[config.mk]
export PLATFORM = sky130hd
export DESIGN_NAME = decode_stage_flat
export DESIGN_NICKNAME = d
export VERILOG_FILES = /design/src/rtl/decode_stage_if.sv /design/src/rtl/decode_stage.sv /design/src/flat_wrapper.sv
export SDC_FILE = /design/constraint.sdc
export NUM_CORES = 2
export LEC_CHECK = 0
export BUFFER_PORTS_ARGS = -buffer_cell sky130_fd_sc_hd__buf_2
export CORE_AREA = 2 2 332 416
export DETAILED_ROUTE_END_ITERATION = 8
export DIE_AREA = 0 0 334 418
export PLACE_DENSITY_LB_ADDON = 0.1
export SYNTH_ARGS = -nofsm -noshare
export SYNTH_HDL_FRONTEND = slang
export SYNTH_SLANG_ARGS = --single-unit
[constraint.sdc]
create_clock -name CLK -period 2.29 [get_ports CLK]
set_input_delay 0.1145 -clock CLK [delete_from_list [all_inputs] [get_ports CLK]]
set_output_delay 0.1145 -clock CLK [all_outputs]
set_load 0.02 [all_outputs]
[src/rtl/decode_stage_if.sv]
// Decode-stage bus: IF/ID inputs, writeback port, hazard controls and ID/EX outputs.
interface decode_stage_if;
  logic [31:0] Instr_D;
  logic [31:0] PC_D;
  logic [31:0] PC_Plus_4_D;
  logic        Reg_Write_W;
  logic [4:0]  Rd_W;
  logic [31:0] Result_W;
  logic        Flush_E;
  logic        Stall_E;
  logic [4:0]  Rs1_D;
  logic [4:0]  Rs2_D;
  logic [31:0] RD1_E;
  logic [31:0] RD2_E;
  logic [31:0] Imm_E;
  logic [4:0]  Rs1_E;
  logic [4:0]  Rs2_E;
  logic [4:0]  Rd_E;
  logic [31:0] PC_E;
  logic [31:0] PC_Plus_4_E;
  logic [2:0]  Funct3_E;
  logic        Reg_Write_E;
  logic        Mem_Write_E;
  logic        Branch_E;
  logic        Jump_E;
  logic        ALU_Src_E;
  logic        ALU_A_Src_E;
  logic [1:0]  Result_Src_E;
  logic [3:0]  ALU_Ctrl_E;

  modport master (
    output Instr_D, PC_D, PC_Plus_4_D, Reg_Write_W, Rd_W, Result_W, Flush_E, Stall_E,
    input  Rs1_D, Rs2_D, RD1_E, RD2_E, Imm_E, Rs1_E, Rs2_E, Rd_E, PC_E, PC_Plus_4_E,
    input  Funct3_E, Reg_Write_E, Mem_Write_E, Branch_E, Jump_E, ALU_Src_E, ALU_A_Src_E,
    input  Result_Src_E, ALU_Ctrl_E
  );

  modport slave (
    input  Instr_D, PC_D, PC_Plus_4_D, Reg_Write_W, Rd_W, Result_W, Flush_E, Stall_E,
    output Rs1_D, Rs2_D, RD1_E, RD2_E, Imm_E, Rs1_E, Rs2_E, Rd_E, PC_E, PC_Plus_4_E,
    output Funct3_E, Reg_Write_E, Mem_Write_E, Branch_E, Jump_E, ALU_Src_E, ALU_A_Src_E,
    output Result_Src_E, ALU_Ctrl_E
  );
endinterface

[src/rtl/decode_stage.sv]
// RV32I decode stage: register file, control/immediate decode, ID/EX register.
// Optional REGFILE_BYPASS_EN: same-cycle writeback-to-read forwarding in the register file.
module decode_stage (
  input logic           CLK,
  input logic           RST,
  decode_stage_if.slave bus
);
  localparam logic [6:0] OpR     = 7'b0110011;
  localparam logic [6:0] OpI     = 7'b0010011;
  localparam logic [6:0] OpLoad  = 7'b0000011;
  localparam logic [6:0] OpStore = 7'b0100011;
  localparam logic [6:0] OpBr    = 7'b1100011;
  localparam logic [6:0] OpJal   = 7'b1101111;
  localparam logic [6:0] OpJalr  = 7'b1100111;
  localparam logic [6:0] OpLui   = 7'b0110111;
  localparam logic [6:0] OpAuipc = 7'b0010111;

  localparam logic [3:0] AluAdd  = 4'b0000;
  localparam logic [3:0] AluSub  = 4'b0001;
  localparam logic [3:0] AluAnd  = 4'b0010;
  localparam logic [3:0] AluOr   = 4'b0011;
  localparam logic [3:0] AluXor  = 4'b0100;
  localparam logic [3:0] AluSll  = 4'b0101;
  localparam logic [3:0] AluSrl  = 4'b0110;
  localparam logic [3:0] AluSra  = 4'b0111;
  localparam logic [3:0] AluSlt  = 4'b1000;
  localparam logic [3:0] AluSltu = 4'b1001;
  localparam logic [3:0] AluPass = 4'b1010;

  typedef enum logic [2:0] {ImmNone, ImmI, ImmS, ImmB, ImmU, ImmJ} imm_sel_e;

  typedef struct packed {
    logic [31:0] rd1;
    logic [31:0] rd2;
    logic [31:0] imm;
    logic [4:0]  rs1;
    logic [4:0]  rs2;
    logic [4:0]  rd;
    logic [31:0] pc;
    logic [31:0] pc4;
    logic [2:0]  funct3;
    logic        reg_write;
    logic        mem_write;
    logic        branch;
    logic        jump;
    logic        alu_src;
    logic        alu_a_src;
    logic [1:0]  result_src;
    logic [3:0]  alu_ctrl;
  } idex_t;

  logic [31:0] instr;
  logic [31:0] regs [32];
  logic [31:0] rd1, rd2, imm;
  imm_sel_e    imm_sel;
  idex_t       idex_d, idex_q;
  idex_t       ctl;

  assign instr     = bus.Instr_D;
  assign bus.Rs1_D = instr[19:15];
  assign bus.Rs2_D = instr[24:20];

  // R-type and I-ALU share funct3 decoding; only R-type honours funct7[5] for SUB.
  function automatic logic [3:0] alu_op(input logic [2:0] f3, input logic f7b5,
                                        input logic is_r);
    case (f3)
      3'b000:  alu_op = (is_r && f7b5) ? AluSub : AluAdd;
      3'b001:  alu_op = AluSll;
      3'b010:  alu_op = AluSlt;
      3'b011:  alu_op = AluSltu;
      3'b100:  alu_op = AluXor;
      3'b101:  alu_op = f7b5 ? AluSra : AluSrl;
      3'b110:  alu_op = AluOr;
      default: alu_op = AluAnd;
    endcase
  endfunction

  always_ff @(posedge CLK) begin
    if (RST) begin
      for (int i = 0; i < 32; i++) regs[i] <= '0;
    end else if (bus.Reg_Write_W && (bus.Rd_W != 5'd0)) begin
      regs[bus.Rd_W] <= bus.Result_W;
    end
  end

`ifdef REGFILE_BYPASS_EN
  always_comb begin
    rd1 = (bus.Rs1_D == 5'd0) ? '0 : regs[bus.Rs1_D];
    rd2 = (bus.Rs2_D == 5'd0) ? '0 : regs[bus.Rs2_D];
    if (bus.Reg_Write_W && (bus.Rd_W != 5'd0) && (bus.Rd_W == bus.Rs1_D)) rd1 = bus.Result_W;
    if (bus.Reg_Write_W && (bus.Rd_W != 5'd0) && (bus.Rd_W == bus.Rs2_D)) rd2 = bus.Result_W;
  end
`else
  assign rd1 = (bus.Rs1_D == 5'd0) ? '0 : regs[bus.Rs1_D];
  assign rd2 = (bus.Rs2_D == 5'd0) ? '0 : regs[bus.Rs2_D];
`endif

  always_comb begin
    ctl     = '0;
    imm_sel = ImmNone;
    case (instr[6:0])
      OpR: begin
        ctl.reg_write = 1'b1;
        ctl.alu_ctrl  = alu_op(instr[14:12], instr[30], 1'b1);
      end
      OpI: begin
        ctl.reg_write = 1'b1;
        ctl.alu_src   = 1'b1;
        ctl.alu_ctrl  = alu_op(instr[14:12], instr[30], 1'b0);
        imm_sel       = ImmI;
      end
      OpLoad: begin
        ctl.reg_write  = 1'b1;
        ctl.result_src = 2'b01;
        ctl.alu_src    = 1'b1;
        imm_sel        = ImmI;
      end
      OpStore: begin
        ctl.mem_write = 1'b1;
        ctl.alu_src   = 1'b1;
        imm_sel       = ImmS;
      end
      OpBr: begin
        ctl.branch   = 1'b1;
        ctl.alu_ctrl = instr[14] ? (instr[13] ? AluSltu : AluSlt) : AluSub;
        imm_sel      = ImmB;
      end
      OpJal: begin
        ctl.reg_write  = 1'b1;
        ctl.result_src = 2'b10;
        ctl.alu_src    = 1'b1;
        ctl.alu_a_src  = 1'b1;
        ctl.jump       = 1'b1;
        imm_sel        = ImmJ;
      end
      OpJalr: begin
        ctl.reg_write  = 1'b1;
        ctl.result_src = 2'b10;
        ctl.alu_src    = 1'b1;
        ctl.jump       = 1'b1;
        imm_sel        = ImmI;
      end
      OpLui: begin
        ctl.reg_write = 1'b1;
        ctl.alu_src   = 1'b1;
        ctl.alu_ctrl  = AluPass;
        imm_sel       = ImmU;
      end
      OpAuipc: begin
        ctl.reg_write = 1'b1;
        ctl.alu_src   = 1'b1;
        ctl.alu_a_src = 1'b1;
        imm_sel       = ImmU;
      end
      default: ;
    endcase
  end

  always_comb begin
    imm = '0;
    case (imm_sel)
      ImmI:    imm = {{20{instr[31]}}, instr[31:20]};
      ImmS:    imm = {{20{instr[31]}}, instr[31:25], instr[11:7]};
      ImmB:    imm = {{20{instr[31]}}, instr[7], instr[30:25], instr[11:8], 1'b0};
      ImmU:    imm = {instr[31:12], 12'b0};
      ImmJ:    imm = {{12{instr[31]}}, instr[19:12], instr[20], instr[30:21], 1'b0};
      default: imm = '0;
    endcase
  end

  always_comb begin
    idex_d = idex_q;
    if (RST || bus.Flush_E) begin
      idex_d = '0;
    end else if (!bus.Stall_E) begin
      idex_d        = ctl;
      idex_d.rd1    = rd1;
      idex_d.rd2    = rd2;
      idex_d.imm    = imm;
      idex_d.rs1    = instr[19:15];
      idex_d.rs2    = instr[24:20];
      idex_d.rd     = instr[11:7];
      idex_d.pc     = bus.PC_D;
      idex_d.pc4    = bus.PC_Plus_4_D;
      idex_d.funct3 = instr[14:12];
    end
  end

  always_ff @(posedge CLK) idex_q <= idex_d;

  assign bus.RD1_E        = idex_q.rd1;
  assign bus.RD2_E        = idex_q.rd2;
  assign bus.Imm_E        = idex_q.imm;
  assign bus.Rs1_E        = idex_q.rs1;
  assign bus.Rs2_E        = idex_q.rs2;
  assign bus.Rd_E         = idex_q.rd;
  assign bus.PC_E         = idex_q.pc;
  assign bus.PC_Plus_4_E  = idex_q.pc4;
  assign bus.Funct3_E     = idex_q.funct3;
  assign bus.Reg_Write_E  = idex_q.reg_write;
  assign bus.Mem_Write_E  = idex_q.mem_write;
  assign bus.Branch_E     = idex_q.branch;
  assign bus.Jump_E       = idex_q.jump;
  assign bus.ALU_Src_E    = idex_q.alu_src;
  assign bus.ALU_A_Src_E  = idex_q.alu_a_src;
  assign bus.Result_Src_E = idex_q.result_src;
  assign bus.ALU_Ctrl_E   = idex_q.alu_ctrl;
endmodule

[src/flat_wrapper.sv]
// flat-port wrapper written by rule: the top's interface ports become plain ports
module decode_stage_flat 
  (CLK, RST, bus_Instr_D, bus_PC_D, bus_PC_Plus_4_D, bus_Reg_Write_W, bus_Rd_W, bus_Result_W, bus_Flush_E, bus_Stall_E, bus_Rs1_D, bus_Rs2_D, bus_RD1_E, bus_RD2_E, bus_Imm_E, bus_Rs1_E, bus_Rs2_E, bus_Rd_E, bus_PC_E, bus_PC_Plus_4_E, bus_Funct3_E, bus_Reg_Write_E, bus_Mem_Write_E, bus_Branch_E, bus_Jump_E, bus_ALU_Src_E, bus_ALU_A_Src_E, bus_Result_Src_E, bus_ALU_Ctrl_E);
  decode_stage_if bus_i ();
  input logic CLK;
  input logic RST;
  input wire logic [$bits(bus_i.Instr_D)-1:0] bus_Instr_D;
  input wire logic [$bits(bus_i.PC_D)-1:0] bus_PC_D;
  input wire logic [$bits(bus_i.PC_Plus_4_D)-1:0] bus_PC_Plus_4_D;
  input wire logic [$bits(bus_i.Reg_Write_W)-1:0] bus_Reg_Write_W;
  input wire logic [$bits(bus_i.Rd_W)-1:0] bus_Rd_W;
  input wire logic [$bits(bus_i.Result_W)-1:0] bus_Result_W;
  input wire logic [$bits(bus_i.Flush_E)-1:0] bus_Flush_E;
  input wire logic [$bits(bus_i.Stall_E)-1:0] bus_Stall_E;
  output wire logic [$bits(bus_i.Rs1_D)-1:0] bus_Rs1_D;
  output wire logic [$bits(bus_i.Rs2_D)-1:0] bus_Rs2_D;
  output wire logic [$bits(bus_i.RD1_E)-1:0] bus_RD1_E;
  output wire logic [$bits(bus_i.RD2_E)-1:0] bus_RD2_E;
  output wire logic [$bits(bus_i.Imm_E)-1:0] bus_Imm_E;
  output wire logic [$bits(bus_i.Rs1_E)-1:0] bus_Rs1_E;
  output wire logic [$bits(bus_i.Rs2_E)-1:0] bus_Rs2_E;
  output wire logic [$bits(bus_i.Rd_E)-1:0] bus_Rd_E;
  output wire logic [$bits(bus_i.PC_E)-1:0] bus_PC_E;
  output wire logic [$bits(bus_i.PC_Plus_4_E)-1:0] bus_PC_Plus_4_E;
  output wire logic [$bits(bus_i.Funct3_E)-1:0] bus_Funct3_E;
  output wire logic [$bits(bus_i.Reg_Write_E)-1:0] bus_Reg_Write_E;
  output wire logic [$bits(bus_i.Mem_Write_E)-1:0] bus_Mem_Write_E;
  output wire logic [$bits(bus_i.Branch_E)-1:0] bus_Branch_E;
  output wire logic [$bits(bus_i.Jump_E)-1:0] bus_Jump_E;
  output wire logic [$bits(bus_i.ALU_Src_E)-1:0] bus_ALU_Src_E;
  output wire logic [$bits(bus_i.ALU_A_Src_E)-1:0] bus_ALU_A_Src_E;
  output wire logic [$bits(bus_i.Result_Src_E)-1:0] bus_Result_Src_E;
  output wire logic [$bits(bus_i.ALU_Ctrl_E)-1:0] bus_ALU_Ctrl_E;
  assign bus_i.Instr_D = bus_Instr_D;
  assign bus_i.PC_D = bus_PC_D;
  assign bus_i.PC_Plus_4_D = bus_PC_Plus_4_D;
  assign bus_i.Reg_Write_W = bus_Reg_Write_W;
  assign bus_i.Rd_W = bus_Rd_W;
  assign bus_i.Result_W = bus_Result_W;
  assign bus_i.Flush_E = bus_Flush_E;
  assign bus_i.Stall_E = bus_Stall_E;
  assign bus_Rs1_D = bus_i.Rs1_D;
  assign bus_Rs2_D = bus_i.Rs2_D;
  assign bus_RD1_E = bus_i.RD1_E;
  assign bus_RD2_E = bus_i.RD2_E;
  assign bus_Imm_E = bus_i.Imm_E;
  assign bus_Rs1_E = bus_i.Rs1_E;
  assign bus_Rs2_E = bus_i.Rs2_E;
  assign bus_Rd_E = bus_i.Rd_E;
  assign bus_PC_E = bus_i.PC_E;
  assign bus_PC_Plus_4_E = bus_i.PC_Plus_4_E;
  assign bus_Funct3_E = bus_i.Funct3_E;
  assign bus_Reg_Write_E = bus_i.Reg_Write_E;
  assign bus_Mem_Write_E = bus_i.Mem_Write_E;
  assign bus_Branch_E = bus_i.Branch_E;
  assign bus_Jump_E = bus_i.Jump_E;
  assign bus_ALU_Src_E = bus_i.ALU_Src_E;
  assign bus_ALU_A_Src_E = bus_i.ALU_A_Src_E;
  assign bus_Result_Src_E = bus_i.Result_Src_E;
  assign bus_ALU_Ctrl_E = bus_i.ALU_Ctrl_E;
  decode_stage u_core (.CLK(CLK), .RST(RST), .bus(bus_i));
endmodule
==> summary.md <==
| Metric | Value |
|---|---|
| RD Place Congestion | 0.863 |
| Vias per Instance | 6.13 |
| Final hold vios | 0 |
| Synth-to-layout area growth | 19.6% |
| RSZ-0062 raised after global routing | false |
| Drt total wl | 219 mm |
| Root buffer cell | clkbuf_16 |
| Postcts setup bufs | 0 |
| Post-CTS resize count | 0 |
| Die area | 140000 um^2 |
| CP max-delay cell | dlygate4sd3_1 |
| Largest net degree at the start of global routing | 96 |
| Synth top area share | 50.6% |
| Slew Viols, Final | 0 |
| Hold-fix buffers, CTS | 165 |
| Die Width | 334 um |
| Critical path, cell by cell | dlygate4sd3_1 -> buf_2 -> or2_2 -> a21oi_1 -> dlygate4sd3_1 -> o211ai_1 -> dlygate4sd3_1 -> a311oi_1 |
| Routed length per instance | 33.6 um |
| Leak Pwr | 26.2 nW |
| Cell area after synthesis | 60800 um^2 |
| Sw Pwr | 13.1 mW |
| Register area share after synthesis | 56.9% |
| Sw frac | 24.8% |
| Critical path buffers and inverters | 4 |
| Remaining DRCs | 0 |
| Max Cap Viol | 0 |
| Status | finished, final reports clean |
| Worst-Margin Slew | 0.892 ns |
| Count leader, synth | edfxtp_1 |
| Fmax | 464 MHz |
| Syn_area_per_cell | 14.9 um^2 |
| CTS buffer count | 132 |
| Post-synth EDFFs | 1024 |
| Final WS setup | 0.136 ns |
| Layout cells sized above 1 | 30.7% |
| Pwr Density | 728 nW/um^2 |
| Tightest Hold Check Type | input pin to flop |
| Synth top area cells | edfxtp_1, mux4_2, and2_1 |
| Flop and latch count out of synthesis | 1214 |
| Crit path kind | input pin to flop |
| DR vias | 40.0k |
| CTS tree | built |
| Vias in the first global route | 40.5k |
| Grt ovf | 0 |
| Post-layout net count | 4791 |
| Req. time, crit path | 2.98 ns |
| CP most frequent cell | dlygate4sd3_1 |
| Antenna violations before repair | 21 |
| First-pass GRT wire length | 306 mm |
| P_int | 39.7 mW |
| Global Route Usage Sum | 31.4% |
| Pre-CTS WS | 0.0261 ns |
| Post-DP HPWL | 142 mm |
| Antenna-violating nets left | 0 |
| Synth top cells by count | edfxtp_1, and2_1, mux4_2, clkbuf_1, dfxtp_1 |
| Worst setup SP type | input pin |
| Combinational Power Share | 11.6% |
| Max incr delay on CP | 0.58 ns |
| Relative slew margins | 40.6% |
| Initial drt markers | 4281 |
| Final period util | 94.1% |
| TritonRoute pass-1 iters | 5 |
| Reg power frac | 48.7% |
| CTS H-tree depth | 4 |
| Final setup fails | 0 |
| Clock Power Share | 39.8% |
| Leading area contributor after synthesis | edfxtp_1 |
| WP depth | 8 |
| Port bufs | 337 |
| Worst r2r path cells | 5 |
| Critical-path maximum fanout | 18 |
| Clock Latency Late Sink | 0.79 ns |
| Tmin final | 2.15 ns |
| Clock-pin slew on the worst setup and hold paths | 0.06 ns |
| Hold depth | 2 |
| Core area | 135000 um^2 |
| Skew final | 0.0315 ns |
| Clock sink count | 1214 |
| Arr. time, crit path | 2.85 ns |
| VDD IR max | 0.713 mV |
| Delay-heaviest family, CP | buffers and inverters |
| Synth Warn # | 0 |
| Fill cells | 11.0k |
| Yosys cell types | 62 |
| Max Root-Sink Buffers | 3 |
| Initial Utilization | 44.9% |
| Final setup TNS | 0 ns |
| Post-Syn Instances | 4089 |
| Cell Rows | 151 |
| # IOs | 338 |
| Top_reg_cell synth | edfxtp_1 |
| Worst Setup End Kind | flop |
| Post-synth ARST share | 0% |
| Die height | 418 um |
==> cell usage in the layout, fill, tap and decap left out, types with 7 or more instances in the layout <==
cell and count:
dfxtp_1 190, dlygate4sd3_1 165, edfxtp_1 1024, clkbuf_16 138
o31ai_1 64, clkinv_1 17, mux4_2 512, buf_12 103
or2_2 34, diode_2 7, clkbuf_8 17, o21ai_0 9
nor2b_1 38, nand3b_1 7, conb_1 32, clkinv_2 20
a211oi_1 38, nand3_1 7, a22oi_1 65, buf_2 329
and2_1 1003, o21ai_1 15, buf_4 222, nor2_1 107
nand2b_1 10, a22oi_2 10, nor2_4 32, a21oi_1 34
mux2i_1 146, o22ai_1 93, o211a_1 64, nand2_1 99
clkbuf_1 30
==> state kept, by name (all words and copies together) (netlist names), 2 cells and up <==
| name | cells |
|---|---|
| u_core.bus.Rs2_E | 5 |
| u_core.bus.RD2_E | 32 |
| u_core.bus.Funct3_E | 3 |
| u_core.bus.Rs1_E | 5 |
| u_core.bus.Rd_E | 5 |
| u_core.bus.PC_Plus_4_E | 32 |
| u_core.bus.PC_E | 32 |
| u_core.bus.ALU_Ctrl_E | 4 |
| u_core.bus.Result_Src_E | 2 |
| u_core.bus.Imm_E | 32 |
| u_core.bus.RD1_E | 32 |
| u_core.regs | 1024 |
==> power by group through the flow <==
stage	clock (mW)	combinational, mW	sequential [mW]
2_1_floorplan	0	3.36	26.0
3_3_place_gp	0	5.83	26.1
3_5_place_dp	0	5.86	26.2
4_1_cts	21.4	6.10	25.7
5_1_grt	22.1	6.36	25.8
6_report	21.0	6.12	25.7
==> path summary, 6_finish.rpt <==
path | start | end | slack [ns]
worst max-delay path | bus_Instr_D[6] | u_core.bus.Imm_E[11] | 0.14
worst min-delay path | bus_Result_W[1] | u_core.regs[8][1] | 0.05
worst max register to register | u_core.regs[18][22] | u_core.bus.RD2_E[22] | 0.41
worst min register to register | u_core.bus.Imm_E[14] | u_core.bus.Imm_E[14] | 0.44
==> cell type report <==
cell class                 instances  area, um^2  area share (%)
antenna                            7        17.5          0.0241
clock buffer                     186        3810            5.24
clock inverter                    54         384           0.529
inverter                           5        18.8          0.0258
multi-input combinational       2474       24600            33.8
sequential                      1214       34600            47.5
tap                             1759        2200            3.03
timing repair buffer             826        7130            9.81
==> kinds of logic after synthesis <==
group	share of synthesized area, %
buffers and inverters	3.37
XOR/XNOR	0.0144
flip-flops	56.9
other	0.00617
multiplexers	21.4
AND/OR/NAND/NOR	13.3
AO/OA/AOI/OAI	5.07
==> per-stage QoR <==
step | cells | hold WS, ns | power [mW] | utilization (%) | area (um^2)
final | 6525 | 0.0525 | 52.9 | 53.7 | 72700
after CTS | 6518 | 0.00736 | 53.2 | 53.7 | 72700
after detailed placement | 6113 | 0.354 | 32.0 | 49.4 | 66800
after floorplan | 4120 | 0.258 | 29.4 | - | 60900
after global placement | 6113 | 0.348 | 31.9 | 49.4 | 66800
after global routing | 6519 | 0.0572 | 54.3 | 53.7 | 72700
==> routing by layer <==
metal	track usage, %	vias to the layer above	routed length, um
li1	-	16700	-
met1	39.4	20700	83200
met2	52.8	2133	108000
met3	6.48	490	18700
met4	13.5	6	9950
met5	0	-	37
Note: power is estimated with default switching activity, not from simulation.
